## config.mk

```make
export PLATFORM = sky130hd
export DESIGN_NAME = eqx_golden_cmp
export DESIGN_NICKNAME = d
export VERILOG_FILES = /design/src/rtl/eqx_pkg.sv /design/src/rtl/eqx_golden_cmp.sv
export SDC_FILE = /design/constraint.sdc
export NUM_CORES = 1
export LEC_CHECK = 0
export BUFFER_PORTS_ARGS = -buffer_cell sky130_fd_sc_hd__clkbuf_2
export CAP_MARGIN = 10
export CORE_AREA = 8 8 45 47
export DETAILED_ROUTE_END_ITERATION = 12
export DIE_AREA = 0 0 53 55
export PLACE_DENSITY = 0.43
export SYNTH_ARGS = -nofsm -noshare
export SYNTH_HDL_FRONTEND = slang
export SYNTH_SLANG_ARGS = --single-unit
```

## constraint.sdc

```tcl
create_clock -name vclk -period 2.2
set_input_delay 0.11 -clock vclk [all_inputs]
set_output_delay 0.11 -clock vclk [all_outputs]
set_load 0.02 [all_outputs]
```

## src/rtl/eqx_pkg.sv

```systemverilog
// Shared types and constants for the 2-bit equality-compare sweep checker.
// Bit positions follow the compare block's y1 result vector.
package eqx_pkg;

  localparam int Y1_W  = 9;
  localparam int N_VEC = 4;

  localparam int EQ00 = 8;
  localparam int EQ01 = 7;
  localparam int EQ0X = 6;
  localparam int EQ10 = 5;
  localparam int EQ11 = 4;
  localparam int EQ1X = 3;
  localparam int EQX0 = 2;
  localparam int EQX1 = 1;
  localparam int EQXX = 0;

  // Compares with an x operand; only meaningful under a 4-state simulator.
  localparam logic [Y1_W-1:0] XCMP_MASK = Y1_W'((1 << EQ0X) | (1 << EQ1X) | (1 << EQX0) |
                                               (1 << EQX1) | (1 << EQXX));

  typedef enum logic [2:0] {
    StIdle,
    StDrive,
    StSettle,
    StSample,
    StFinish
  } state_t;

  function automatic logic [Y1_W-1:0] golden_y1(input logic [1:0] idx);
    logic [Y1_W-1:0] v;
    v = '0;
    case (idx)
      2'd0:    v[EQ00] = 1'b1;
      2'd1:    v[EQ01] = 1'b1;
      2'd2:    v[EQ10] = 1'b1;
      default: v[EQ11] = 1'b1;
    endcase
    return v;
  endfunction

endpackage

```

## src/rtl/eqx_golden_cmp.sv

```systemverilog
// Combinational check of one y1 response against the golden one-hot for a stimulus index.
module eqx_golden_cmp
  import eqx_pkg::*;
(
  input  logic [1:0]      idx,
  input  logic [Y1_W-1:0] y1,
  input  logic [Y1_W-1:0] mask,
  output logic            mismatch
);

  logic [Y1_W-1:0] w_golden;

  assign w_golden = golden_y1(idx);
  assign mismatch = |((y1 ^ w_golden) & mask);

endmodule

```

Yosys cells after proc, flatten, opt, wreduce, memory -nomap -nowiden
Cells that the tools add are included.
{"block": "op_classes", "eq_ne": 2, "mux": 4, "bitwise": 2, "reduce_logical": 3}
{"op": "9-bit bitwise AND", "n": 1}
{"op": "9-bit OR reduction", "n": 1}
{"op": "9-bit XOR", "n": 1}
{"op": "1-bit 2-to-1 mux", "n": 4}
{"op": "3-bit OR reduction", "n": 1}
{"op": "2-bit by 1-bit == test with 1-bit output (second input constant)", "n": 1}
{"op": "2-bit == test (second input constant)", "n": 1}
{"op": "2-bit logical NOT", "n": 1}
{"block": "word_totals", "ff_bits": 0, "in_bits": 20, "out_inout_bits": 1, "word_cells": 11}

Longest topological paths before layout
{"block": "depth", "ltp_word": 6, "depth_mapped": 4, "depth_no_buf": 4}

Worst setup path after synthesis
Ideal clock, no wire load.
{"block": "synth_timing", "kind": "input-to-output", "from": "input y1[2]", "to": "output mismatch", "arrival_time_ns": 1.057, "required_time_ns": 2.090, "path_slack_ns": 1.033, "cell_stages": 3, "n_path_buf": 0, "path_cell_list": "a222oi_1 -> nand2_1 -> or4_1"}
{"block": "synth_via", "elab_chain_cells": 3}
{"element": "from (decl)", "line_no": "eqx_golden_cmp.sv:6", "rtl": "input logic [Y1_W-1:0] y1,"}
{"element": "9-bit XOR", "line_no": "eqx_golden_cmp.sv:14", "rtl": "assign mismatch = |((y1 ^ w_golden) & mask);"}
{"element": "9-bit bitwise AND", "line_no": "eqx_golden_cmp.sv:14"}
{"element": "9-bit OR reduction", "line_no": "eqx_golden_cmp.sv:14"}
{"element": "to (decl)", "line_no": "eqx_golden_cmp.sv:8", "rtl": "output logic mismatch"}
Every way passes these cells.

Worst setup path after layout
{"block": "layout_timing", "from": "input idx[1]", "to": "output mismatch"}
{"block": "layout_via", "elab_chain_cells": 6, "elab_cells_between_ends": 11, "cone_classes": "eq/ne: 2; mux: 4; bitwise: 2; reduce/logical: 3"}
{"element": "from (decl)", "line_no": "eqx_golden_cmp.sv:5", "rtl": "input logic [1:0] idx,"}
{"element": "2-bit == test (tied with other cells)", "line_no": "eqx_pkg.sv:33", "rtl": "case (idx)"}
{"element": "3-bit OR reduction (no source line)"}
{"element": "1-bit 2-to-1 mux", "line_no": "eqx_pkg.sv:33"}
{"element": "9-bit XOR *", "line_no": "eqx_golden_cmp.sv:14"}
{"element": "9-bit bitwise AND *", "line_no": "eqx_golden_cmp.sv:14"}
{"element": "9-bit OR reduction *", "line_no": "eqx_golden_cmp.sv:14"}
Every way passes the cells marked *; elsewhere a longest branch is shown, timed or not.

==> results by stage <==
Global route:
- The number of global-route vias before repair was between 200 and 250.
- Entering global routing, the biggest net connects 7 pins.
- The sum of overflow across all layers after global routing is 0.
- The global router's overall resource usage is between 3 and 4%.
- The wire length of the first global-routing pass is between 700 and 800 um.
- The number of antenna violations at the first check in global routing is 0.

Setup path:
- In this run the worst path has a maximum fanout of 6.
- The worst setup path is captured at a primary output.
- In this design, the stage delay of the slowest critical-path cell is 0.52 ns.
- STA puts the critical path data required time at ~2.1 ns.
- The most critical setup path has its startpoint at idx[1].
- The timing endpoint of the critical path is mismatch.
- The type of the worst setup path is in -> out.
- Walking the worst path, the cells encountered are clkbuf_2, nor2_1, a32oi_1, a32oi_1, or4_1, clkbuf_2.
- The critical path launch point type is an input port.
- The slowest stage cell on the critical path is or4_1.
- Data on the critical path arrives at its endpoint at 1.24 ns.

Placement:
- At the end of routability-driven placement, the weighted congestion stood at 0.648.
- The count of port buffers added during placement is 21.
- The HPWL after detailed placement is approximately 520 um.

Floorplanning:
- The cell row count is 14.
- The initial standard-cell utilization of the core is ~8%.
- The overall die height is ~55 um.
- The die footprint is ~2900 um^2.
- 21 I/O pins were placed.
- The die is 53 um wide.
- The area of the placeable core is ~1400 um^2.

STA:
- The timing-limited maximum frequency is about 740 MHz.
- The count of endpoints failing hold in the final timing report is 0.
- For the pin with the worst max-slew slack, the measured transition is between 0.2 and 0.3 ns.
- The share of the clock period used by the worst path after layout is 61.2%.
- Setup repair after global routing left no endpoint under its margin.
- The setup TNS is 0 ns.
- Measured against its own limit, the worst slew margin works out to 82.5%.
- The max-slew violation count was 0.
- Subtracting the final worst setup slack from the clock period gives roughly 1.3 ns.
- The final count of negative-setup-slack endpoints is 0.

Cells and area:
- In the layout the commonest cells are clkbuf_2 (21), a21oi_1 (4), nor2_1 (3), a22oi_1 (3).
- The layout net count is 61.
- The share of layout cells above drive strength 1 is between 50% and 60%.
- The sequential cell count of the final layout is 0.
- Leaving out fill and tap cells, the most frequent cell in the layout is clkbuf_2.
- The combined area of the multi-input logic cells is around 110 um^2.
- The antenna diode count is 0.
- The number of clock buffers in the layout is 0.
- The signed area change from the synthesized netlist to the final layout is 115%.
- Across the whole layout, storage elements account for 0 um^2.
- The filler cell count in the final layout is about 170.

Run:
- The max capacitance violation total is 0.

Routing:
- The pre-antenna-repair detailed-routing pass consisted of 4 iterations.
- After detailed routing, no signal wire sits above met3.
- The detailed-route via count is approximately 230.
- The detailed router finished its first iteration with 2 violations.
- The sum of routed wire length over all layers is 534 um.
- After detailed routing, the number of remaining DRC violations is 0.
- Detailed routing placed a total of about 100 um of wire on met3.
- The routed metal-1 wirelength is 197 um.
- In the final routed layout, each cell accounts on average for approximately 10 um.
- The mean number of vias per cell is between 4 and 5.
- Once detail routing completed, the nets flagged for antenna violations numbered 0.
- The met2 wire length is 232 um.

Outcome:
- The run finished with clean final reports.

Yosys:
- The total standard cell area after synthesis is roughly 110 um^2.
- The share of Yosys cell area claimed by the top area cell type is around a fifth.
- The cell type contributing the most total cell area after synthesis is a22oi_1.
- The synthesized area per cell is about 6.0 um^2.
- The count of warnings emitted by yosys is 0.
- The distinct cell type count after synthesis is 9.
- When the netlist entered floorplanning its net count stood at 38.
- In the synthesized netlist, the number of instances is 18.
- In the post-synthesis netlist, the biggest area contributors are a22oi_1 (21%), a21oi_1 (18%), a32oi_1 (16%).
- Sequential elements use 0% of the synthesized area.

Power and ir drop:
- The peak supply drop is ~0.000033 V.
- The static leakage power is ~0.12 nW.
- Power spread over the standard cell area amounts to ~160 nW/um^2.
- The overall power of the completed layout is 0.0369 mW.

CTS:
- The count of hold buffers inserted by post-cts repair is 0.
- The post-CTS setup buffer count is 0.
- The post-cts resize count is 0.

Hold path:
- The type of the most critical hold path is in -> out.
layout make-up:
type	count	share of cell area, %
inverter	1	1.60
multi-input combinational	17	44.9
tap	16	8.56
timing repair buffer	21	44.9
Yosys cell counts:
library cell	number
a21oi_1	4
a22oi_1	3
nor2_1	3
a32oi_1	2
nand2_1	2
a221oi_1	1
a222oi_1	1
inv_1	1
or4_1	1
routing by layer:
| layer | vias to the layer above | track usage (%) |
|---|---|---|
| li1 | 121 | - |
| met1 | 96 | 3.17 |
| met2 | 15 | 5.86 |
| met3 | 0 | 2.14 |
| met4 | 0 | 0 |
| met5 | - | 0 |
worst min path at each step:
stage	start	endpoint	slack, ns	depth (start not counted)
6_report	mask[1]	mismatch	0.66	5
5_1_grt	mask[6]	mismatch	0.73	5
4_1_cts	mask[1]	mismatch	0.68	5
3_5_place_dp	mask[1]	mismatch	0.68	5
3_3_place_gp	mask[6]	mismatch	0.69	5
2_1_floorplan	mask[1]	mismatch	0.50	3
report_power, final:
| group | switching (mW) | leakage (nW) | internal (mW) | total (mW) |
|---|---|---|---|---|
| Clock | 0 | 0 | 0 | 0 |
| Sequential | 0 | 0 | 0 | 0 |
| Combinational | 0.0159 | 0.123 | 0.0211 | 0.0369 |
| Total | 0.0159 | 0.123 | 0.0211 | 0.0369 |
per-stage QoR:
stage          setup WS, ns  utilization, %  hold slack [ns]  std cells  area (um^2)
2_1_floorplan          1.03               -            0.504         18          109
3_3_place_gp          0.810            16.9            0.687         55          234
3_5_place_dp          0.838            16.9            0.681         55          234
4_1_cts               0.838            16.9            0.682         55          234
5_1_grt               0.745            16.9            0.726         55          234
6_report              0.853            16.9            0.662         55          234
cells by family after synthesis:
logic type | synth area share, %
compound gates | 72.4
buf+inv | 3.44
simple gates | 24.1
critical path: cells and delay by family:
kind            cells  cell delay (ns)
compound gates      2             0.25
simple gates        2             0.58
buf+inv             2             0.30
Note: power is estimated with default switching activity, not from simulation.
